==> src/rtl/mont_pkg.sv <==
// Shared constants and FSM encoding for the Montgomery multiply/reduce block.
package mont_pkg;

    localparam int WIDTH_DEF = 17;
    localparam int RBITS_DEF = 17;

    typedef enum logic [2:0] {
        S_IDLE = 3'd0,
        S_MUL  = 3'd1,
        S_MRED = 3'd2,
        S_ADD  = 3'd3,
        S_FIN  = 3'd4
    } state_t;

endpackage

==> src/rtl/mont_redc_mul_if.sv <==
// Request/response bundle of mont_redc_mul: operands and modulus in, busy/done/result out.
interface mont_redc_mul_if import mont_pkg::*; #(
    parameter int WIDTH = WIDTH_DEF,
    parameter int RBITS = RBITS_DEF
);
    logic             start;
    logic [WIDTH-1:0] a;
    logic [WIDTH-1:0] b;
    logic [WIDTH-1:0] q;
    logic [RBITS-1:0] n_prime;
    logic             busy;
    logic             done;
    logic [WIDTH:0]   c;

    modport master (
        output start, a, b, q, n_prime,
        input  busy, done, c
    );

    modport slave (
        input  start, a, b, q, n_prime,
        output busy, done, c
    );
endinterface

==> src/rtl/mont_csub.sv <==
// Final conditional subtraction: brings a lazily reduced value in [0,2q) into [0,q).
module mont_csub #(
    parameter int WIDTH = 17
) (
    input  logic [WIDTH:0]   i_t,
    input  logic [WIDTH-1:0] i_q,
    output logic [WIDTH:0]   o_c
);
    logic [WIDTH:0] w_qx;

    assign w_qx = {1'b0, i_q};
    assign o_c  = (i_t >= w_qx) ? (i_t - w_qx) : i_t;
endmodule

==> src/rtl/mont_redc_mul.sv <==
// Montgomery product c = a*b*R^-1 mod q, one FSM state per cycle, fixed 5-cycle latency.
// Define MONT_FINAL_SUB_EN to fully reduce c into [0,q); otherwise c is lazily reduced in [0,2q).
module mont_redc_mul import mont_pkg::*; #(
    parameter int WIDTH = WIDTH_DEF,
    parameter int RBITS = RBITS_DEF
) (
    input  logic           clk,
    input  logic           reset,
    mont_redc_mul_if.slave bus
);
    localparam int PW = 2 * WIDTH;
    localparam int SW = 2 * WIDTH + 2;

    state_t r_state;
    state_t w_next;

    logic [WIDTH-1:0] r_a;
    logic [WIDTH-1:0] r_b;
    logic [WIDTH-1:0] r_q;
    logic [RBITS-1:0] r_np;
    logic [PW-1:0]    r_prod_p1;
    logic [RBITS-1:0] r_m_p2;
    logic [WIDTH:0]   r_t_p3;
    logic [WIDTH:0]   r_c;
    logic             r_done;

    logic [PW-1:0]    w_prod;
    logic [RBITS-1:0] w_m;
    logic [SW-1:0]    w_sum;
    logic [WIDTH:0]   w_t;
    logic [WIDTH:0]   w_c;

    always_ff @(posedge clk or posedge reset) begin
        if (reset) begin
            r_state <= S_IDLE;
        end else begin
            r_state <= w_next;
        end
    end

    always_comb begin
        w_next = r_state;
        case (r_state)
            S_IDLE:  if (bus.start) w_next = S_MUL;
            S_MUL:   w_next = S_MRED;
            S_MRED:  w_next = S_ADD;
            S_ADD:   w_next = S_FIN;
            S_FIN:   w_next = S_IDLE;
            default: w_next = S_IDLE;
        endcase
    end

    // T + m*q is exactly divisible by R; the sum keeps two guard bits so nothing is lost.
    assign w_prod = PW'(r_a) * PW'(r_b);
    assign w_m    = RBITS'(r_prod_p1) * r_np;
    assign w_sum  = SW'(r_prod_p1) + SW'(r_m_p2) * SW'(r_q);
    assign w_t    = (WIDTH+1)'(w_sum >> RBITS);

`ifdef MONT_FINAL_SUB_EN
    mont_csub #(
        .WIDTH (WIDTH)
    ) u_csub (
        .i_t (r_t_p3),
        .i_q (r_q),
        .o_c (w_c)
    );
`else
    assign w_c = r_t_p3;
`endif

    always_ff @(posedge clk or posedge reset) begin
        if (reset) begin
            r_a       <= '0;
            r_b       <= '0;
            r_q       <= '0;
            r_np      <= '0;
            r_prod_p1 <= '0;
            r_m_p2    <= '0;
            r_t_p3    <= '0;
            r_c       <= '0;
            r_done    <= 1'b0;
        end else begin
            r_done <= (r_state == S_FIN);
            case (r_state)
                S_IDLE: begin
                    if (bus.start) begin
                        r_a  <= bus.a;
                        r_b  <= bus.b;
                        r_q  <= bus.q;
                        r_np <= bus.n_prime;
                    end
                end
                S_MUL:   r_prod_p1 <= w_prod;
                S_MRED:  r_m_p2    <= w_m;
                S_ADD:   r_t_p3    <= w_t;
                S_FIN:   r_c       <= w_c;
                default: ;
            endcase
        end
    end

    assign bus.busy = (r_state != S_IDLE);
    assign bus.done = r_done;
    assign bus.c    = r_c;
endmodule

==> src/flat_wrapper.sv <==
// flat-port wrapper written by rule: the top's interface ports become plain ports
module mont_redc_mul_flat import mont_pkg::*;
#(
    parameter int WIDTH = WIDTH_DEF,
    parameter int RBITS = RBITS_DEF
)
  (clk, reset, bus_start, bus_a, bus_b, bus_q, bus_n_prime, bus_busy, bus_done, bus_c);
  mont_redc_mul_if #(.WIDTH(WIDTH), .RBITS(RBITS)) bus_i ();
  input  logic clk;
  input  logic reset;
  input wire logic [$bits(bus_i.start)-1:0] bus_start;
  input wire logic [$bits(bus_i.a)-1:0] bus_a;
  input wire logic [$bits(bus_i.b)-1:0] bus_b;
  input wire logic [$bits(bus_i.q)-1:0] bus_q;
  input wire logic [$bits(bus_i.n_prime)-1:0] bus_n_prime;
  output wire logic [$bits(bus_i.busy)-1:0] bus_busy;
  output wire logic [$bits(bus_i.done)-1:0] bus_done;
  output wire logic [$bits(bus_i.c)-1:0] bus_c;
  assign bus_i.start = bus_start;
  assign bus_i.a = bus_a;
  assign bus_i.b = bus_b;
  assign bus_i.q = bus_q;
  assign bus_i.n_prime = bus_n_prime;
  assign bus_busy = bus_i.busy;
  assign bus_done = bus_i.done;
  assign bus_c = bus_i.c;
  mont_redc_mul #(.WIDTH(WIDTH), .RBITS(RBITS)) u_core (.clk(clk), .reset(reset), .bus(bus_i));
endmodule
==> config.mk <==
export PLATFORM = sky130hd
export DESIGN_NAME = mont_redc_mul_flat
export DESIGN_NICKNAME = d
export VERILOG_FILES = /design/src/rtl/mont_pkg.sv /design/src/rtl/mont_redc_mul_if.sv /design/src/rtl/mont_csub.sv /design/src/rtl/mont_redc_mul.sv /design/src/flat_wrapper.sv
export SDC_FILE = /design/constraint.sdc
export NUM_CORES = 2
export LEC_CHECK = 0
export BUFFER_PORTS_ARGS = -buffer_cell sky130_fd_sc_hd__buf_2
export CORE_MARGIN = 5
export CORE_UTILIZATION = 30
export CTS_CLUSTER_SIZE = 20
export DETAILED_ROUTE_END_ITERATION = 12
export SYNTH_ARGS = -nofsm -noshare
export SYNTH_HDL_FRONTEND = slang
export SYNTH_HIERARCHICAL = 1
export SYNTH_SLANG_ARGS = --single-unit
==> constraint.sdc <==
create_clock -name clk -period 7.7 [get_ports clk]
set_clock_uncertainty 0.05 [all_clocks]
set_input_delay 0.77 -clock clk [delete_from_list [all_inputs] [get_ports clk]]
set_output_delay 0.77 -clock clk [all_outputs]
set_load 0.1 [all_outputs]
==> run_summary.xml <==
<?xml version="1.0" encoding="UTF-8"?>
<metrics>
  <group name="placed_design">
    <metric name="hpwl" unit="µm">55750</metric>
    <metric name="finalWeightedCongestion" unit="">0.8539</metric>
    <metric name="io_buffers" unit="">90</metric>
  </group>
  <group name="synth">
    <metric name="post_synth_xor_area_fraction" unit="%">2.588</metric>
    <metric name="mappedNetlistArea" unit="mm²">0.02944</metric>
    <metric name="synth-edff-count" unit="">0</metric>
    <metric name="synth.yosys.warnings" unit="">6</metric>
    <metric name="synth_compound_gate_area_share" unit="%">4.114</metric>
    <metric name="synth.area.top_cells" unit="">fa_1 39%, dfrtp_1 14%, ha_1 11%</metric>
    <metric name="synthDominantAreaCellType" unit="">fa_1</metric>
    <metric name="post_synth_fa_ha_maj_area_fraction" unit="%">50.21</metric>
    <metric name="synth_seq_cells" unit="">159</metric>
    <metric name="synth_simple_gate_area_share" unit="%">14.78</metric>
    <metric name="syn-mean-instance-area" unit="µm²">9.369</metric>
    <metric name="postSynthNetCount" unit="">4050</metric>
    <metric name="synth_top_family_by_area" unit="">adder cells</metric>
    <metric name="synth_async_sr_flop_share" unit="%">100.0</metric>
    <metric name="synth.yosys.seq_area_share" unit="%">13.52</metric>
    <metric name="yosys.cell_types.count" unit="">59</metric>
    <metric name="synth_top_area_share" unit="%">39.03</metric>
    <metric name="dominant_synthesized_flop_cell" unit="">dfrtp_1</metric>
    <metric name="multiplexer_area_fraction_after_synthesis" unit="%">3.630</metric>
    <metric name="netlist_instances" unit="">3142</metric>
  </group>
  <group name="floorplan">
    <metric name="placeableCoreArea" unit="mm²">0.09784</metric>
    <metric name="rows" unit="">115</metric>
    <metric name="die_h" unit="µm">323.3</metric>
    <metric name="dieArea" unit="mm²">0.1045</metric>
    <metric name="die_w" unit="µm">323.3</metric>
    <metric name="floorplan.initialDensity" unit="%">30.09</metric>
    <metric name="pin_count" unit="">91</metric>
  </group>
  <group name="sta">
    <metric name="setup_viol" unit="">0</metric>
    <metric name="unrepaired_setup_endpoints_after_global_routing" unit="">false</metric>
    <metric name="period_share" unit="%">87.18</metric>
    <metric name="worst_slew_margin_rel" unit="%">28.22</metric>
    <metric name="tns" unit="ns">0</metric>
    <metric name="achievable-frequency" unit="MHz">149.0</metric>
    <metric name="layout_min_cycle_time" unit="ns">6.713</metric>
    <metric name="hold_violations" unit="">0</metric>
    <metric name="report.final.slew_viol_count" unit="">0</metric>
    <metric name="worstMarginPinSlew" unit="ns">1.074</metric>
  </group>
  <group name="critical_path">
    <metric name="path_max_fanout" unit="">18</metric>
    <metric name="cpPeakStageDelay" unit="ns">0.77</metric>
    <metric name="cp-end-kind" unit="">flip-flop</metric>
    <metric name="critical_path_arrival" unit="ns">7.02</metric>
    <metric name="crit_path_kind" unit="">flip-flop to flip-flop</metric>
    <metric name="critical_path.startpoint_type" unit="">flip-flop</metric>
    <metric name="worst_path_most_repeated_cell" unit="">fa_1</metric>
    <metric name="cp_cell_sequence" unit="">nand2_1, fa_1, fa_1, fa_1, inv_1, fa_1, fa_1, inv_1, fa_1, inv_1, ha_1, or3_1, o211ai_1, a21oi_2, o31ai_4, a311oi_2, a2111o_1, a31oi_1, xnor2_1, o21ai_1</metric>
    <metric name="cp_slowest_cell" unit="">dfrtp_1</metric>
    <metric name="required" unit="ns">8.01</metric>
  </group>
  <group name="layout">
    <metric name="nNetsFinal" unit="">4045</metric>
    <metric name="fill_cells" unit="">10140</metric>
    <metric name="area.sequential" unit="mm²">0.003979</metric>
    <metric name="most-common-layout-cells" unit="">748 x inv_1, 574 x fa_1, 490 x nand2_1</metric>
    <metric name="area_growth_syn_to_layout" unit="%">7.769</metric>
    <metric name="mostFrequentLayoutCell" unit="">inv_1</metric>
    <metric name="multiInputGateArea" unit="mm²">0.02219</metric>
    <metric name="layout-drive-gt1-share" unit="%">7.844</metric>
  </group>
  <group name="grt">
    <metric name="grt_antenna_before_repair" unit="">0</metric>
    <metric name="grt_pass1_wl" unit="µm">115500</metric>
    <metric name="first_global_vias" unit="">21500</metric>
    <metric name="gr-usage-all-layers" unit="%">13.86</metric>
    <metric name="grt_overflow_total" unit="">0</metric>
    <metric name="grt_start_max_net_pins" unit="">95</metric>
  </group>
  <group name="clock_network">
    <metric name="clk_transition_reported_paths" unit="ns">0.08</metric>
    <metric name="cts_buffers" unit="">17</metric>
    <metric name="htree_num_levels" unit="">4</metric>
    <metric name="postCtsSetupBuffers" unit="">0</metric>
    <metric name="cts_resized" unit="">0</metric>
    <metric name="ctsLongestPathBuffers" unit="">2</metric>
    <metric name="cts.sink_count" unit="">159</metric>
    <metric name="cts_hold_buf" unit="">0</metric>
    <metric name="cts_tree" unit="">built</metric>
    <metric name="worstSkewPairLatency" unit="ns">0.49</metric>
    <metric name="root_buffer" unit="">clkbuf_16</metric>
  </group>
  <group name="detailed_routing">
    <metric name="drc" unit="">0</metric>
    <metric name="route.detailed.wl_per_inst" unit="µm">15.48</metric>
    <metric name="routed_wirelength" unit="µm">68670</metric>
    <metric name="first_iter_violations" unit="">967</metric>
    <metric name="drtAntennaViolNets" unit="">0</metric>
    <metric name="vias" unit="">19740</metric>
    <metric name="drt-vias-per-instance" unit="">4.448</metric>
    <metric name="first_pass_iters" unit="">5</metric>
  </group>
  <group name="worst_hold_path">
    <metric name="hp-class" unit="">input port to asynchronous set/reset pin</metric>
  </group>
  <group name="run_status">
    <metric name="outcome" unit="">completed</metric>
  </group>
  <group name="run">
    <metric name="drv_cap" unit="">0</metric>
  </group>
</metrics>
## final timing paths
kind	start	end	slack [ns]	cells past startpoint
max in group asynchronous	reset	u_core/r_q[10]	5.83	3
hold / removal	reset	u_core/r_a[16]	0.35	2
setup reg to reg	u_core/r_a[13]	u_core/r_prod_p1[33]	0.99	20
hold reg to reg	u_core/r_t_p3[5]	u_core/r_t_p3[5]	0.42	2
min in group clk	u_core/r_t_p3[5]	u_core/r_t_p3[5]	0.42	2
setup / recovery	u_core/r_a[13]	u_core/r_prod_p1[33]	0.99	20
## metrics by stage
step / std cells / worst slack, ns / utilization, % / hold slack, ns / area, µm²
after global routing: 4436 / 0.4623 / 32.42 / 0.3983 / 31720
final: 4437 / 0.9868 / 32.42 / 0.3471 / 31730
after CTS: 4436 / 0.9403 / 32.42 / 0.3551 / 31720
after global placement: 4405 / 1.029 / 31.82 / 0.4127 / 31140
after detailed placement: 4405 / 0.9475 / 31.82 / 0.4174 / 31140
after floorplan: 3142 / 1.319 / - / 0.3944 / 29440
## layer usage
| metal | GRT usage (%) | routed length (µm) | vias up |
|---|---|---|---|
| li1 | - | - | 9260 |
| met1 | 18.72 | 31510 | 10040 |
| met2 | 23.22 | 32580 | 375 |
| met3 | 2.734 | 3334 | 57 |
| met4 | 3.040 | 1243 | 0 |
| met5 | 0 | 0 | - |
## worst max-delay path: cells and delay by family (launching register included)
family,cells,cell delay [ns]
AOI/OAI and AO/OA,7,1.52
adders and majority gates,7,3.41
xor gates and xnor gates,1,0.14
and+or+nand+nor,2,0.54
buffers and inverters,3,0.16
DFF,1,0.77
## cell usage after synthesis, types with 4 or more instances
cell type and number:
o21a_1 7, and2_1 329, inv_1 749, a21oi_1 34, dfrtp_1 159, nand2b_1 9
xor2_1 28, nor3b_1 5, a31oi_1 6, buf_1 4, xnor2_1 59, ha_1 263
mux2_2 94, nand3_1 8, nor3_1 10, clkbuf_1 122, a211oi_1 6, o31ai_1 4
fa_1 574, nor2_1 28, a21o_1 14, o21ai_1 4, nand2_1 490, o21ai_0 76
o21bai_1 6
## area by class of cell
class	instances	share of cell area, %
multi-input cells	2108	69.94
flip-flops and latches	159	12.54
inverters	749	8.885
well taps	1287	5.076
repair buffers	102	1.704
clock buffers	20	1.440
clock inverters	11	0.4102
diodes	1	0.007888
## state kept, by name (all words and copies together), names as in the netlist
signal / flops
u_core/r_prod_p1: 34
u_core/bus.c: 18
u_core/r_t_p3: 18
u_core/r_a: 17
u_core/r_b: 17
u_core/r_m_p2: 17
u_core/r_np: 17
u_core/r_q: 17
u_core/r_state: 3
u_core/bus.done: 1
## cells by family after synthesis
kind of cell	Yosys count
XOR/XNOR	87
multiplexers	95
buffers and inverters	875
adder cells (fa/ha/maj)	837
AND/OR/NAND/NOR	902
AO/OA/AOI/OAI	187
flip-flops	159
Power is not shown: default switching activity piles up to over one toggle a cycle in this logic, so the estimate is an artifact.
